### src/rtl/fb_arbiter_if.sv
// Draw-engine write port into the frame-buffer arbiter.
// master (draw engine) drives wr_valid/wr_addr/wr_data; slave (arbiter) drives wr_ready.
// A transfer completes in any cycle where wr_valid and wr_ready are both high.
interface fb_arbiter_if #(
   parameter int ADDR_W = 15,
   parameter int PIX_W  = 8
);
   logic              wr_valid;
   logic [ADDR_W-1:0] wr_addr;
   logic [PIX_W-1:0]  wr_data;
   logic              wr_ready;

   modport master (output wr_valid, output wr_addr, output wr_data, input wr_ready);
   modport slave  (input wr_valid, input wr_addr, input wr_data, output wr_ready);
endinterface

### src/rtl/fb_arbiter.sv
// Frame-buffer RAM owner: display fetch (fixed priority), clear engine, external writer.
// Latency: pix/hsync/vsync/blank_b are 2 cycles behind x/y/syncs; writes commit the cycle they are accepted.
// Backpressure: wr_ready drops on display slots, while a clear runs, and while reset_n is low.
// Ports: vgaclk/reset_n; x,y,hsync_in,vsync_in,blank_b_in from timing; wr (draw port);
//        clr_start/clr_color/clr_busy; ram_addr/ram_we/ram_wdata/ram_rdata; pix,hsync,vsync,blank_b to DAC.
module fb_arbiter #(
   parameter int SCALE   = 4,
   parameter int FB_W    = 160,
   parameter int FB_H    = 120,
   parameter int PIX_W   = 8,
   parameter int ADDR_W  = 15,
   parameter int HACTIVE = 640,
   parameter int VACTIVE = 480
) (
   input  logic              vgaclk,
   input  logic              reset_n,
   input  logic [9:0]        x,
   input  logic [9:0]        y,
   input  logic              hsync_in,
   input  logic              vsync_in,
   input  logic              blank_b_in,
   fb_arbiter_if.slave       wr,
   input  logic              clr_start,
   input  logic [PIX_W-1:0]  clr_color,
   output logic              clr_busy,
   output logic [ADDR_W-1:0] ram_addr,
   output logic              ram_we,
   output logic [PIX_W-1:0]  ram_wdata,
   input  logic [PIX_W-1:0]  ram_rdata,
   output logic [PIX_W-1:0]  pix,
   output logic              hsync,
   output logic              vsync,
   output logic              blank_b
);
   localparam int SH   = $clog2(SCALE);
   localparam int FB_N = FB_W * FB_H;
   localparam logic [ADDR_W-1:0] LAST = ADDR_W'(FB_N - 1);

   typedef enum logic {IDLE, CLEAR} clr_state_t;

   clr_state_t        state;
   logic [ADDR_W-1:0] clr_cnt;
   logic [PIX_W-1:0]  clr_col;

   logic              slot;
   logic [9:0]        bx, by;
   logic [ADDR_W-1:0] disp_addr;
   logic              wr_in_range;

   // One cycle in SCALE is reserved for the display read while in the active area.
   assign slot = (x < 10'(HACTIVE)) && (y < 10'(VACTIVE)) && ((x & 10'(SCALE - 1)) == 10'd0);
   assign bx = x >> SH;
   assign by = y >> SH;
   assign disp_addr = ADDR_W'(32'(by) * 32'(FB_W) + 32'(bx));

   assign wr_in_range = 32'(wr.wr_addr) < 32'(FB_N);
   assign wr.wr_ready = ~slot & ~clr_busy & reset_n;

   always_comb begin
      ram_addr  = '0;
      ram_we    = 1'b0;
      ram_wdata = '0;
      if (slot) begin
         ram_addr = disp_addr;
      end else if (clr_busy) begin
         ram_addr  = clr_cnt;
         ram_we    = 1'b1;
         ram_wdata = clr_col;
      end else if (wr.wr_valid && wr.wr_ready) begin
         // Out-of-range addresses still handshake, but the write is dropped.
         ram_addr  = wr.wr_addr;
         ram_we    = wr_in_range;
         ram_wdata = wr.wr_data;
      end
   end

   // Clear engine: one write per non-slot cycle; clr_start is ignored while busy.
   always_ff @(posedge vgaclk or negedge reset_n) begin
      if (!reset_n) begin
         state    <= IDLE;
         clr_cnt  <= '0;
         clr_col  <= '0;
         clr_busy <= 1'b0;
      end else begin
         case (state)
            IDLE: begin
               if (clr_start) begin
                  state    <= CLEAR;
                  clr_cnt  <= '0;
                  clr_col  <= clr_color;
                  clr_busy <= 1'b1;
               end
            end
            CLEAR: begin
               if (!slot) begin
                  if (clr_cnt == LAST) begin
                     state    <= IDLE;
                     clr_cnt  <= '0;
                     clr_busy <= 1'b0;
                  end else begin
                     clr_cnt <= clr_cnt + 1'b1;
                  end
               end
            end
         endcase
      end
   end

   // Timing signals ride a 2-stage pipe to line up with the registered RAM read.
   logic             hs_d1, vs_d1, bl_d1, slot_d1;
   logic [PIX_W-1:0] pix_r;

   always_ff @(posedge vgaclk or negedge reset_n) begin
      if (!reset_n) begin
         hs_d1   <= 1'b1;
         vs_d1   <= 1'b1;
         bl_d1   <= 1'b0;
         hsync   <= 1'b1;
         vsync   <= 1'b1;
         blank_b <= 1'b0;
         slot_d1 <= 1'b0;
         pix_r   <= '0;
      end else begin
         hs_d1   <= hsync_in;
         vs_d1   <= vsync_in;
         bl_d1   <= blank_b_in;
         hsync   <= hs_d1;
         vsync   <= vs_d1;
         blank_b <= bl_d1;
         slot_d1 <= slot;
         // Capture only the fetched word so pix holds across the SCALE-wide pixel.
         if (slot_d1) pix_r <= ram_rdata;
      end
   end

   assign pix = blank_b ? pix_r : '0;
endmodule

### src/flat_wrapper.sv
// flat-port wrapper written by rule: the top's interface ports become plain ports
module fb_arbiter_flat 
#(
   parameter int SCALE   = 4,
   parameter int FB_W    = 160,
   parameter int FB_H    = 120,
   parameter int PIX_W   = 8,
   parameter int ADDR_W  = 15,
   parameter int HACTIVE = 640,
   parameter int VACTIVE = 480
)
  (vgaclk, reset_n, x, y, hsync_in, vsync_in, blank_b_in, clr_start, clr_color, clr_busy, ram_addr, ram_we, ram_wdata, ram_rdata, pix, hsync, vsync, blank_b, wr_wr_valid, wr_wr_addr, wr_wr_data, wr_wr_ready);
  fb_arbiter_if #(.ADDR_W(ADDR_W), .PIX_W(PIX_W)) wr_i ();
  input  logic vgaclk;
  input  logic reset_n;
  input  logic [9:0] x;
  input  logic [9:0] y;
  input  logic hsync_in;
  input  logic vsync_in;
  input  logic blank_b_in;
  input  logic clr_start;
  input  logic [PIX_W-1:0] clr_color;
  output logic clr_busy;
  output logic [ADDR_W-1:0] ram_addr;
  output logic ram_we;
  output logic [PIX_W-1:0] ram_wdata;
  input  logic [PIX_W-1:0] ram_rdata;
  output logic [PIX_W-1:0] pix;
  output logic hsync;
  output logic vsync;
  output logic blank_b;
  input wire logic [$bits(wr_i.wr_valid)-1:0] wr_wr_valid;
  input wire logic [$bits(wr_i.wr_addr)-1:0] wr_wr_addr;
  input wire logic [$bits(wr_i.wr_data)-1:0] wr_wr_data;
  output wire logic [$bits(wr_i.wr_ready)-1:0] wr_wr_ready;
  assign wr_i.wr_valid = wr_wr_valid;
  assign wr_i.wr_addr = wr_wr_addr;
  assign wr_i.wr_data = wr_wr_data;
  assign wr_wr_ready = wr_i.wr_ready;
  fb_arbiter #(.SCALE(SCALE), .FB_W(FB_W), .FB_H(FB_H), .PIX_W(PIX_W), .ADDR_W(ADDR_W), .HACTIVE(HACTIVE), .VACTIVE(VACTIVE)) u_core (.vgaclk(vgaclk), .reset_n(reset_n), .x(x), .y(y), .hsync_in(hsync_in), .vsync_in(vsync_in), .blank_b_in(blank_b_in), .wr(wr_i), .clr_start(clr_start), .clr_color(clr_color), .clr_busy(clr_busy), .ram_addr(ram_addr), .ram_we(ram_we), .ram_wdata(ram_wdata), .ram_rdata(ram_rdata), .pix(pix), .hsync(hsync), .vsync(vsync), .blank_b(blank_b));
endmodule
### config.mk
export PLATFORM = sky130hd
export DESIGN_NAME = fb_arbiter_flat
export DESIGN_NICKNAME = d
export VERILOG_FILES = /design/src/rtl/fb_arbiter_if.sv /design/src/rtl/fb_arbiter.sv /design/src/flat_wrapper.sv
export SDC_FILE = /design/constraint.sdc
export NUM_CORES = 1
export LEC_CHECK = 0
export CAP_MARGIN = 25
export CORE_UTILIZATION = 41
export DETAILED_ROUTE_END_ITERATION = 16
export PLACE_DENSITY_LB_ADDON = 0.12
export SYNTH_ARGS = -nofsm -noshare
export SYNTH_HDL_FRONTEND = slang
export SYNTH_SLANG_ARGS = --single-unit
export TNS_END_PERCENT = 30
### constraint.sdc
create_clock -name vgaclk -period 3.26 [get_ports vgaclk]
set_input_delay 0.326 -clock vgaclk [delete_from_list [all_inputs] [get_ports vgaclk]]
set_output_delay 0.326 -clock vgaclk [all_outputs]
set_load 0.1 [all_outputs]
==> results by group <==
Place
  • Port-buffer cells: 100
  • Cell Area, Placed: 4340 um^2
  • Setup Slack @ Placement: -0.166 ns
  • Placed Cells incl. Taps: ~490
  • Placer congestion estimate: around 0.84
  • Estimated wirelength of the detail-placed design: 5.94 mm

Global routing
  • Largest net degree at the start of global routing: 46
  • First-pass GRT wire length: 12.7 mm
  • Tot GR Track Use: 21.8%
  • Total grt overflow: 0
  • Vias in the first global route: 2619
  • Initial antenna violation count: 0

Critical path
  • Crit path cell chain: clkdlybuf4s50_1 -> ha_1 -> ha_4 -> nor2b_2 -> buf_4 -> o2111a_1 -> a211oi_2 -> nand4_1 -> a31oi_4 -> buf_12
  • Buf/Inv on CP: 3
  • Crit path largest cell delay: 0.46 ns
  • CP endpoint kind: output port
  • Max FO, Critical Path: 4
  • Critical Path RT: 2.93 ns
  • CP max stage cell: clkdlybuf4s50_1
  • Worst setup SP type: input pin
  • Critical path type: input pin to output port
  • Critical path arrival: roughly 2.8 ns
  • Cell family with most CP delay: buffers and inverters

CTS
  • CTS Buf Count: 5
  • Hold_buf cts: 0
  • CTS tree: done
  • Clk sinks: 40
  • H-tree depth: 2
  • Root buf cell: clkbuf_8
  • Max Root-Sink Buffers: 2
  • Reg clk slew, reported paths: around 0.080 ns
  • Worst-Skew Late Latency: between 0.2 and 0.3 ns

Floorplanning
  • DIE AREA: 7430 um^2
  • Total core area: 6830 um^2
  • Core Rows: 30
  • Initial Util: between 40% and 50%
  • Die W: 86.2 um
  • Height of the die: 86.2 um
  • IO Count: between 100 and 150

Finish
  • Layout area overhead: 54.8%
  • Ant diodes: 0
  • Most frequent cells in the layout: 60 x clkdlybuf4s50_1, 36 x dfrtp_1, 29 x buf_4
  • Fin nets: 485
  • Layout cells sized above 1: 32.7%
  • Design Area, Final: 4500 um^2
  • Final cell count without fillers: 497
  • Final-layout fill cell count: 562
  • Most common library cell in the layout ignoring fill and taps: clkdlybuf4s50_1

Logic synthesis
  • Cell count after synthesis: 288
  • Mapped Nets: approximately 370
  • Post-synth EDFFs: 0
  • Post-Syn Area: ~2900 um^2
  • Async set or reset register ratio after synthesis: 100%
  • Yosys cell types: 63
  • Ys Warns: 0
  • Synth Flop Type: dfrtp_1
  • Yosys reg bits: 40
  • Sequential area share after synthesis: 34.6%
  • Post-Syn Area per Cell: 10.1 um^2

STA
  • Worst rel slew slack: 35.8%
  • Final Hold Fails: 0
  • Fmax: 0.316 GHz
  • WHS: 0.00740 ns
  • Post-route setup slack: 0.0991 ns
  • Fin. max-slew vios: 0
  • Clock Skew: around 0.0050 ns
  • Tcrit/Tclk final: between 90% and 100%
  • Min Tclk post-route: 3.16 ns
  • # setup viols final: 0
  • Worst slew pin tran: between 0.9 and 1 ns

Pwr
  • Clock power frac: between 10% and 20%
  • Net Switching: 1.14 mW
  • Cell Pwr Density: between 500 and 600 nW/um^2
  • Switching share of total power: 46.7%
  • Int Power: 1.30 mW
  • P_leak: approximately 1.9 nW
  • Total Power: between 2 and 2.5 mW
  • Seq pwr share: 28.1%
  • Worst VDD drop: ~0.00024 V
  • Logic pwr share: 59.0%

Min path
  • HP Class: input pin to async pin

Drt
  • Via density: 5.29
  • TritonRoute pass-1 iters: 5
  • Routed len/inst: 15.4 um
  • DR vias: 2627
  • ANT nets after route: 0
  • Initial DRC count: 77
  • Drc violations: 0
  • Routed wire length: 7.63 mm

Flow run
  • Max-capacitance violation count: 0

Outcome
  • Status: complete, no violations
## kinds of logic (layout without fill, tap and decap cells)
group                    after synthesis  after routing  share of synthesized area [%]
buffers and inverters                 25            138                           4.26
AO/OA/AOI/OAI                         73             73                           21.4
AND/OR/NAND/NOR                       97             97                           19.5
adder cells (fa/ha/maj)               18             18                           8.27
XOR/XNOR                              19             19                           5.73
multiplexers                          16             16                           6.20
flip-flops                            40             40                           34.6
## worst reg2reg max path, stage by stage, from the launching register on
cell and delay, ns:
dfrtp_1 0.43, ha_1 0.23, nand2_1 0.19, nor4_2 0.31
nor4b_4 0.34, or2_1 0.42, nor2_1 0.10
## timing repair
| item | in CTS | in global routing |
|---|---|---|
| setup buffers | 0 | 1 |
| setup endpoints to repair | 3 | 3 |
| pin swaps | 5 | 9 |
| cloned | 0 | 0 |
| resized for setup | 10 | 11 |
## final timing paths
kind | slack (ns) | cells after the start | to | startpoint
max in group asynchronous | 2.60 | 3 | u_core.vsync$_DFF_PN1_ | reset_n
worst min-delay path | 0.007 | 2 | u_core.clr_cnt[1]$_DFFE_PN0P_ | reset_n
min in group vgaclk | 0.36 | 0 | u_core.hsync$_DFF_PN1_ | u_core.hs_d1$_DFF_PN1_
worst max register to register | 1.12 | 6 | u_core.clr_cnt[5]$_DFFE_PN0P_ | u_core.clr_cnt[0]$_DFFE_PN0P_
worst min register to register | 0.36 | 0 | u_core.hsync$_DFF_PN1_ | u_core.hs_d1$_DFF_PN1_
worst max-delay path | 0.1 | 10 | ram_addr[14] | y[7]
## area by class of cell
class | count | area, um^2 | area share, %
multi-input combinational | 223 | 1880 | 41.8
timing repair buffer | 120 | 1370 | 30.4
sequential | 40 | 1010 | 22.4
tap | 96 | 120 | 2.67
clock buffer | 5 | 68.8 | 1.53
inverter | 11 | 41.3 | 0.917
clock inverter | 2 | 12.5 | 0.278
## flip-flops by register name, summed over array words and instances (netlist names)
name and cells:
u_core.clr_col 8, u_core.vsync 1, u_core.bl_d1 1, u_core.hsync 1, u_core.vs_d1 1, u_core.state 1
u_core.slot_d1 1, u_core.clr_busy 1, u_core.blank_b 1, u_core.hs_d1 1, u_core.clr_cnt 15, u_core.pix_r 8
## stage by stage
step	utilization, %	TNS, ns
after floorplan	-	-0.809
after global placement	63.6	-0.267
after detailed placement	63.6	-0.397
after CTS	65.2	0
after global routing	65.9	-0.0191
final	65.9	0
## power by group through the flow
stage	sequential [mW]	combinational [mW]	clock [mW]
3_5_place_dp	0.692	1.42	0
4_1_cts	0.682	1.43	0.323
5_1_grt	0.697	1.52	0.346
2_1_floorplan	0.670	0.929	0
6_report	0.685	1.44	0.315
3_3_place_gp	0.688	1.40	0
## synthesized netlist by cell type, types with 6 or more instances
master / instances / area, um^2
xnor2_1: 8 / 70.1
a22oi_1: 9 / 67.6
nand4_1: 9 / 56.3
mux2_2: 16 / 180
clkbuf_1: 6 / 22.5
and2_1: 10 / 62.6
nand2_1: 14 / 52.6
inv_1: 11 / 41.3
o21ai_2: 6 / 52.6
nor2_1: 26 / 97.6
a21oi_1: 7 / 35.0
ha_1: 16 / 200
xor2_1: 11 / 96.3
dfrtp_1: 36 / 901
## layer usage
| metal | track usage [%] | share of wire, % |
|---|---|---|
| met1 | 29.3 | 45 |
| met2 | 36.2 | 50 |
| met3 | 4.48 | 3.5 |
| met4 | 5.00 | 1.6 |
| met5 | 0 | 0 |
(Power assumes the default switching activity.)
